--- src/rtl/mem_port_sched.sv ---
// Shares one byte-wide single-port array between instruction fetch and load/store.
// Each access is serialised into 1, 2 or 4 byte cycles; done and read data are registered.
module mem_port_sched #(
  parameter int ADDR_W = 8
) (
  input  logic              clk,
  input  logic              rst,
  input  logic              if_req,
  input  logic [ADDR_W-1:0] if_addr,
  output logic              if_done,
  output logic [31:0]       if_rdata,
  input  logic              d_req,
  input  logic              d_we,
  input  logic [ADDR_W-1:0] d_addr,
  input  logic [2:0]        d_func3,
  input  logic [31:0]       d_wdata,
  output logic              d_done,
  output logic [31:0]       d_rdata,
  output logic [ADDR_W-1:0] mem_addr,
  output logic              mem_we,
  output logic [7:0]        mem_wdata,
  input  logic [7:0]        mem_rdata,
  output logic              busy
);
  typedef enum logic [1:0] {IDLE, XFER, DONE} state_t;

  localparam logic [2:0] F3_WORD = 3'b010;

  function automatic logic [2:0] nbytes(input logic [2:0] f3);
    case (f3)
      3'b000, 3'b100: nbytes = 3'd1;
      3'b001, 3'b101: nbytes = 3'd2;
      3'b010:         nbytes = 3'd4;
      default:        nbytes = 3'd0;
    endcase
  endfunction

  function automatic logic [31:0] extend(input logic [2:0] f3, input logic [31:0] w);
    case (f3)
      3'b000:  extend = {{24{w[7]}}, w[7:0]};
      3'b001:  extend = {{16{w[15]}}, w[15:0]};
      3'b100:  extend = {24'd0, w[7:0]};
      3'b101:  extend = {16'd0, w[15:0]};
      3'b010:  extend = w;
      default: extend = 32'd0;
    endcase
  endfunction

  state_t            state, state_n;
  logic              last_d;   // last grant went to data; reset value makes fetch win the first tie
  logic              gnt_d;
  logic              we;
  logic [ADDR_W-1:0] base;
  logic [2:0]        f3;
  logic [31:0]       wdata;
  logic [31:0]       rbuf;
  logic [1:0]        cnt;

  logic              any_req, pick_d, xfer_last;
  logic [2:0]        req_f3, req_n;
  logic [31:0]       merged;

  assign any_req   = if_req | d_req;
  assign pick_d    = d_req & (~if_req | ~last_d);
  assign req_f3    = pick_d ? d_func3 : F3_WORD;
  assign req_n     = nbytes(req_f3);
  assign xfer_last = ({1'b0, cnt} == nbytes(f3) - 3'd1);
  // buffer with the byte currently on the array merged in, so the final lane is not lost
  assign merged    = rbuf | ({24'd0, mem_rdata} << {cnt, 3'b000});

  always_ff @(posedge clk or negedge rst) begin
    if (!rst) state <= IDLE;
    else      state <= state_n;
  end

  always_comb begin
    state_n = state;
    case (state)
      IDLE:    if (any_req) state_n = (req_n == 3'd0) ? DONE : XFER;
      XFER:    if (xfer_last) state_n = DONE;
      DONE:    state_n = IDLE;
      default: state_n = IDLE;
    endcase
  end

  always_ff @(posedge clk or negedge rst) begin
    if (!rst) begin
      last_d   <= 1'b1;
      gnt_d    <= 1'b0;
      we       <= 1'b0;
      base     <= '0;
      f3       <= 3'd0;
      wdata    <= 32'd0;
      rbuf     <= 32'd0;
      cnt      <= 2'd0;
      if_done  <= 1'b0;
      d_done   <= 1'b0;
      if_rdata <= 32'd0;
      d_rdata  <= 32'd0;
    end else begin
      case (state)
        IDLE: if (any_req) begin
          gnt_d  <= pick_d;
          last_d <= pick_d;
          base   <= pick_d ? d_addr : if_addr;
          f3     <= req_f3;
          we     <= pick_d & d_we;
          wdata  <= d_wdata;
          cnt    <= 2'd0;
          rbuf   <= 32'd0;
          // only a data request can carry an illegal size
          if (req_n == 3'd0) begin
            d_done  <= 1'b1;
            d_rdata <= 32'd0;
          end
        end
        XFER: begin
          rbuf <= merged;
          cnt  <= cnt + 2'd1;
          if (xfer_last) begin
            if (gnt_d) begin
              d_done  <= 1'b1;
              d_rdata <= we ? 32'd0 : extend(f3, merged);
            end else begin
              if_done  <= 1'b1;
              if_rdata <= merged;
            end
          end
        end
        DONE: begin
          if_done <= 1'b0;
          d_done  <= 1'b0;
        end
        default: ;
      endcase
    end
  end

  always_comb begin
    mem_addr  = '0;
    mem_we    = 1'b0;
    mem_wdata = 8'd0;
    if (state == XFER) begin
      mem_addr  = base + ADDR_W'(cnt);
      mem_we    = we;
      mem_wdata = we ? wdata[{cnt, 3'b000} +: 8] : 8'd0;
    end
  end

  assign busy = (state != IDLE);

endmodule

--- config.mk ---
export PLATFORM = sky130hd
export DESIGN_NAME = mem_port_sched
export DESIGN_NICKNAME = d
export VERILOG_FILES = /design/src/rtl/mem_port_sched.sv
export SDC_FILE = /design/constraint.sdc
export NUM_CORES = 1
export LEC_CHECK = 0
export ABC_AREA = 1
export CAP_MARGIN = 25
export CORE_MARGIN = 2
export CORE_UTILIZATION = 40
export DETAILED_ROUTE_END_ITERATION = 16
export GPL_TIMING_DRIVEN = 0
export PLACE_DENSITY = 0.77
export SLEW_MARGIN = 20
export SYNTH_ARGS = -nofsm -noshare
export SYNTH_HDL_FRONTEND = slang
export SYNTH_SLANG_ARGS = --single-unit
--- constraint.sdc ---
create_clock -name clk -period 2.5 [get_ports clk]
set_input_delay 0.75 -clock clk [delete_from_list [all_inputs] [get_ports clk]]
set_output_delay 0.75 -clock clk [all_outputs]
set_load 0.005 [all_outputs]
==> flow_metrics.tcl <==
set metrics [dict create \
    routed_wirelength_mm 20.9 \
    grt_pass1_wl_mm 34.3 \
    antenna_cells 0 \
    die-area_mm2 0.0192 \
    start_util_pct 40.5 \
    fin_nets 1198 \
    static-leakage-power_nw 4.98 \
    cp_common_cell "nor3_2" \
    worst_pin_slew_ns 0.546 \
    drt_iter0_markers 560 \
    p_switching_w 0.00508 \
    slowest_stage "dfrtp_1" \
    clock-sinks 148 \
    antenna_found_initial 0 \
    fin_ws_ns -0.222 \
    die-width_um 138 \
    ant_nets 0 \
    worstPathCellList "ha_2 -> fa_2 -> nand2_2 -> inv_2 -> nand3_4 -> nor3_2 -> nor3_2 -> buf_2" \
    synth_fp_nets 1007 \
    grt_overflow 0 \
    syn-cell-area_mm2 0.00723 \
    clock_power_share_pct 20.6 \
    p_int_w 0.00760 \
    io_pins 148 \
    ys_warn_count 0 \
    yosysSeqAreaShare_pct 51.3 \
    drc_errors 0 \
    viasPerCell 5.04 \
    setup-violations-final 14 \
    dieHeight_um 138 \
    hold_viol 0 \
    cts_root_buffer "clkbuf_16" \
    clockBufferDepth 2 \
    postSynthAreaPerCell_um2 7.72 \
    skew_ns 0.00677 \
    clk_latency_ns 0.42 \
    layout-drive-gt1-share_pct 14.5 \
    synth-seq-cells 148 \
    peakVddDrop_mv 0.702 \
    grt_max_degree 78 \
    dr.pass1.iters 5 \
    reg2reg_slack_ns 0.22 \
    synthCells 936 \
    num_rows 49 \
    grtUsageTotal_pct 22.4 \
    violations "negative setup slack" \
    slowest_delay_ns 0.39 \
    cap_violations 0 \
    power_frac_seq_pct 31.5 \
    cp_data_required_time_ns 1.75 \
    power_w 0.0127 \
    grt_setup_unrepaired "true" \
    slew_headroom_pct 63.6 \
    dpl_worst_slack_ns -0.662 \
    cp-startpoint "base[0]$_DFFE_PN0P_" \
    reg2regPathDepth 10 \
    outcome "complete, but fails checks" \
    netlist-cell-type-count 33 \
    power.density_mw_per_mm2 1260 \
    r2r_end "d_rdata[7]$_DFFE_PN0P_" \
    arrival_ns 1.97 \
    clk_pin_slew_ns 0.06 \
    fin_crit_ns 2.72 \
    min_period_over_period_pct 109 \
    post_cts_hold_buffer_count 0 \
    cts_made_buffers 17 \
    grt_pass1_vias 6833 \
    dp_hpwl_mm 15.1 \
    crit_type "reg -> out" \
    maxSlewViolCount 0 \
    r2r-start "state[0]$_DFFE_PN0P_" \
    core_mm2 0.0178 \
    crit_path_start_kind "flop" \
    cp_max_fo 2 \
    fmax_mhz 367 \
    swShare_pct 40.1 \
    cts_tree "yes" \
    worstHoldPathType "in -> async" \
    gp_congestion 0.875 \
    critPathCaptureType "output port" \
    io_buffers 147 \
    htree_num_levels 4 \
    areaGrowthSynthToFinish_pct 39.1 \
    comb_power_share_pct 47.8 \
    vias 6901 \
    wl_per_cell_um 15.3 \
]
flip-flops by register name (all words and copies together) (netlist names):
| register | cells |
|---|---|
| d_rdata | 32 |
| if_rdata | 32 |
| rbuf | 32 |
| wdata | 32 |
| base | 8 |
| f3 | 3 |
| cnt | 2 |
| state | 2 |
| d_done | 1 |
| gnt_d | 1 |
| if_done | 1 |
| last_d | 1 |
| we | 1 |
critical path, delay by kind of cell (launching register included):
| family | cells | cell delay, ns |
|---|---|---|
| adder cells (fa/ha/maj) | 2 | 0.55 |
| flip-flops | 1 | 0.39 |
| AND/OR/NAND/NOR | 4 | 0.40 |
| buffers and inverters | 2 | 0.20 |
metal layers:
metal	track usage, %	vias up	routed length [um]
met5	0	-	0
met4	7.47	0	530
li1	-	3350	-
met2	37.5	249	10200
met1	28.5	3260	8770
met3	5.58	42	1400
final cells by class:
| type | instances | area, um^2 |
|---|---|---|
| inverter | 69 | 269 |
| timing repair buffer | 175 | 1660 |
| tap | 229 | 287 |
| sequential | 148 | 3700 |
| buffer | 49 | 324 |
| clock buffer | 19 | 443 |
| clock inverter | 13 | 158 |
| multi-input combinational | 667 | 3210 |
| fill | 1580 | 7790 |
worst max path at each step:
stage	depth (start not counted)	slack (ns)	to
finish	8	-0.22	mem_addr[6]
global route	9	-0.29	mem_addr[6]
CTS	9	-0.24	mem_addr[6]
detailed placement	7	-0.66	mem_wdata[7]
global placement	1	-5.23	wdata[13]$_DFFE_PN0P_
floorplan	6	0.31	mem_wdata[0]
logic make-up (layout without fill, tap and decap cells):
kind of cell | after synthesis | count (layout) | share of synthesized area, %
buffers and inverters | 121 | 325 | 7.11
flip-flops | 148 | 148 | 51.3
AO/OA/AOI/OAI | 134 | 134 | 10.9
XOR/XNOR | 2 | 2 | 0.242
AND/OR/NAND/NOR | 524 | 524 | 29.1
adder cells (fa/ha/maj) | 7 | 7 | 1.32
Yosys cell counts, drive strengths merged:
cell type	count	area, um^2
buf	30	173
inv	69	259
a21boi	15	113
nand3	61	323
and2	1	6.26
dfrtp	147	3680
a21oi	33	180
nor3	2	10.0
o21ai	58	294
clkbuf	22	82.6
o22ai	5	31.3
xor2	1	8.76
nand4	10	62.6
o21bai	22	165
ha	6	75.1
nand2	386	1450
xnor2	1	8.76
a22oi	1	7.51
fa	1	20.0
nor2	63	244
nor4	1	6.26
dfstp	1	26.3
stage by stage:
step                      TNS [ns]  util, %  cells  hold WS, ns  area, um^2
after detailed placement    -16.30     50.6   1313        0.455        9020
after global routing         -2.80     56.4   1369        0.322       10100
after CTS                    -1.38     55.5   1362        0.299        9900
after floorplan                  0        -    936        0.437        7230
after global placement     -784.39     50.4   1312        0.451        8990
final                        -1.65     56.4   1369        0.271       10100
cell usage in the layout (no fill, tap or decap), types with 10 or more instances in the layout:
cell type          n
dfrtp_1          147
nand4_1           10
clkdlybuf4s50_1  128
clkbuf_1          20
o21bai_1          22
nor2_1            42
o21ai_0           41
inv_1             59
nor2_2            12
clkbuf_16         17
buf_2             30
buf_6             12
a21oi_1           22
nand3_1           58
nand2_1          381
buf_4             21
o21ai_1           12
a21boi_0          15
timing repair:
item / in CTS / in global routing
endpoints found under the setup margin: 18 / 16
buffers inserted: 20 / 7
resized for setup: 132 / 44
pin swaps: 24 / 20
power groups by stage:
stage                     clock network [W]  registers [W]  logic [W]
after global routing                0.00276        0.00412    0.00670
after CTS                           0.00264        0.00396    0.00577
after detailed placement                  0        0.00396    0.00529
after floorplan                           0        0.00388    0.00306
final                               0.00262        0.00400    0.00607
after global placement                    0        0.00394    0.00517
No activity file was read; power rests on OpenSTA's default activity.
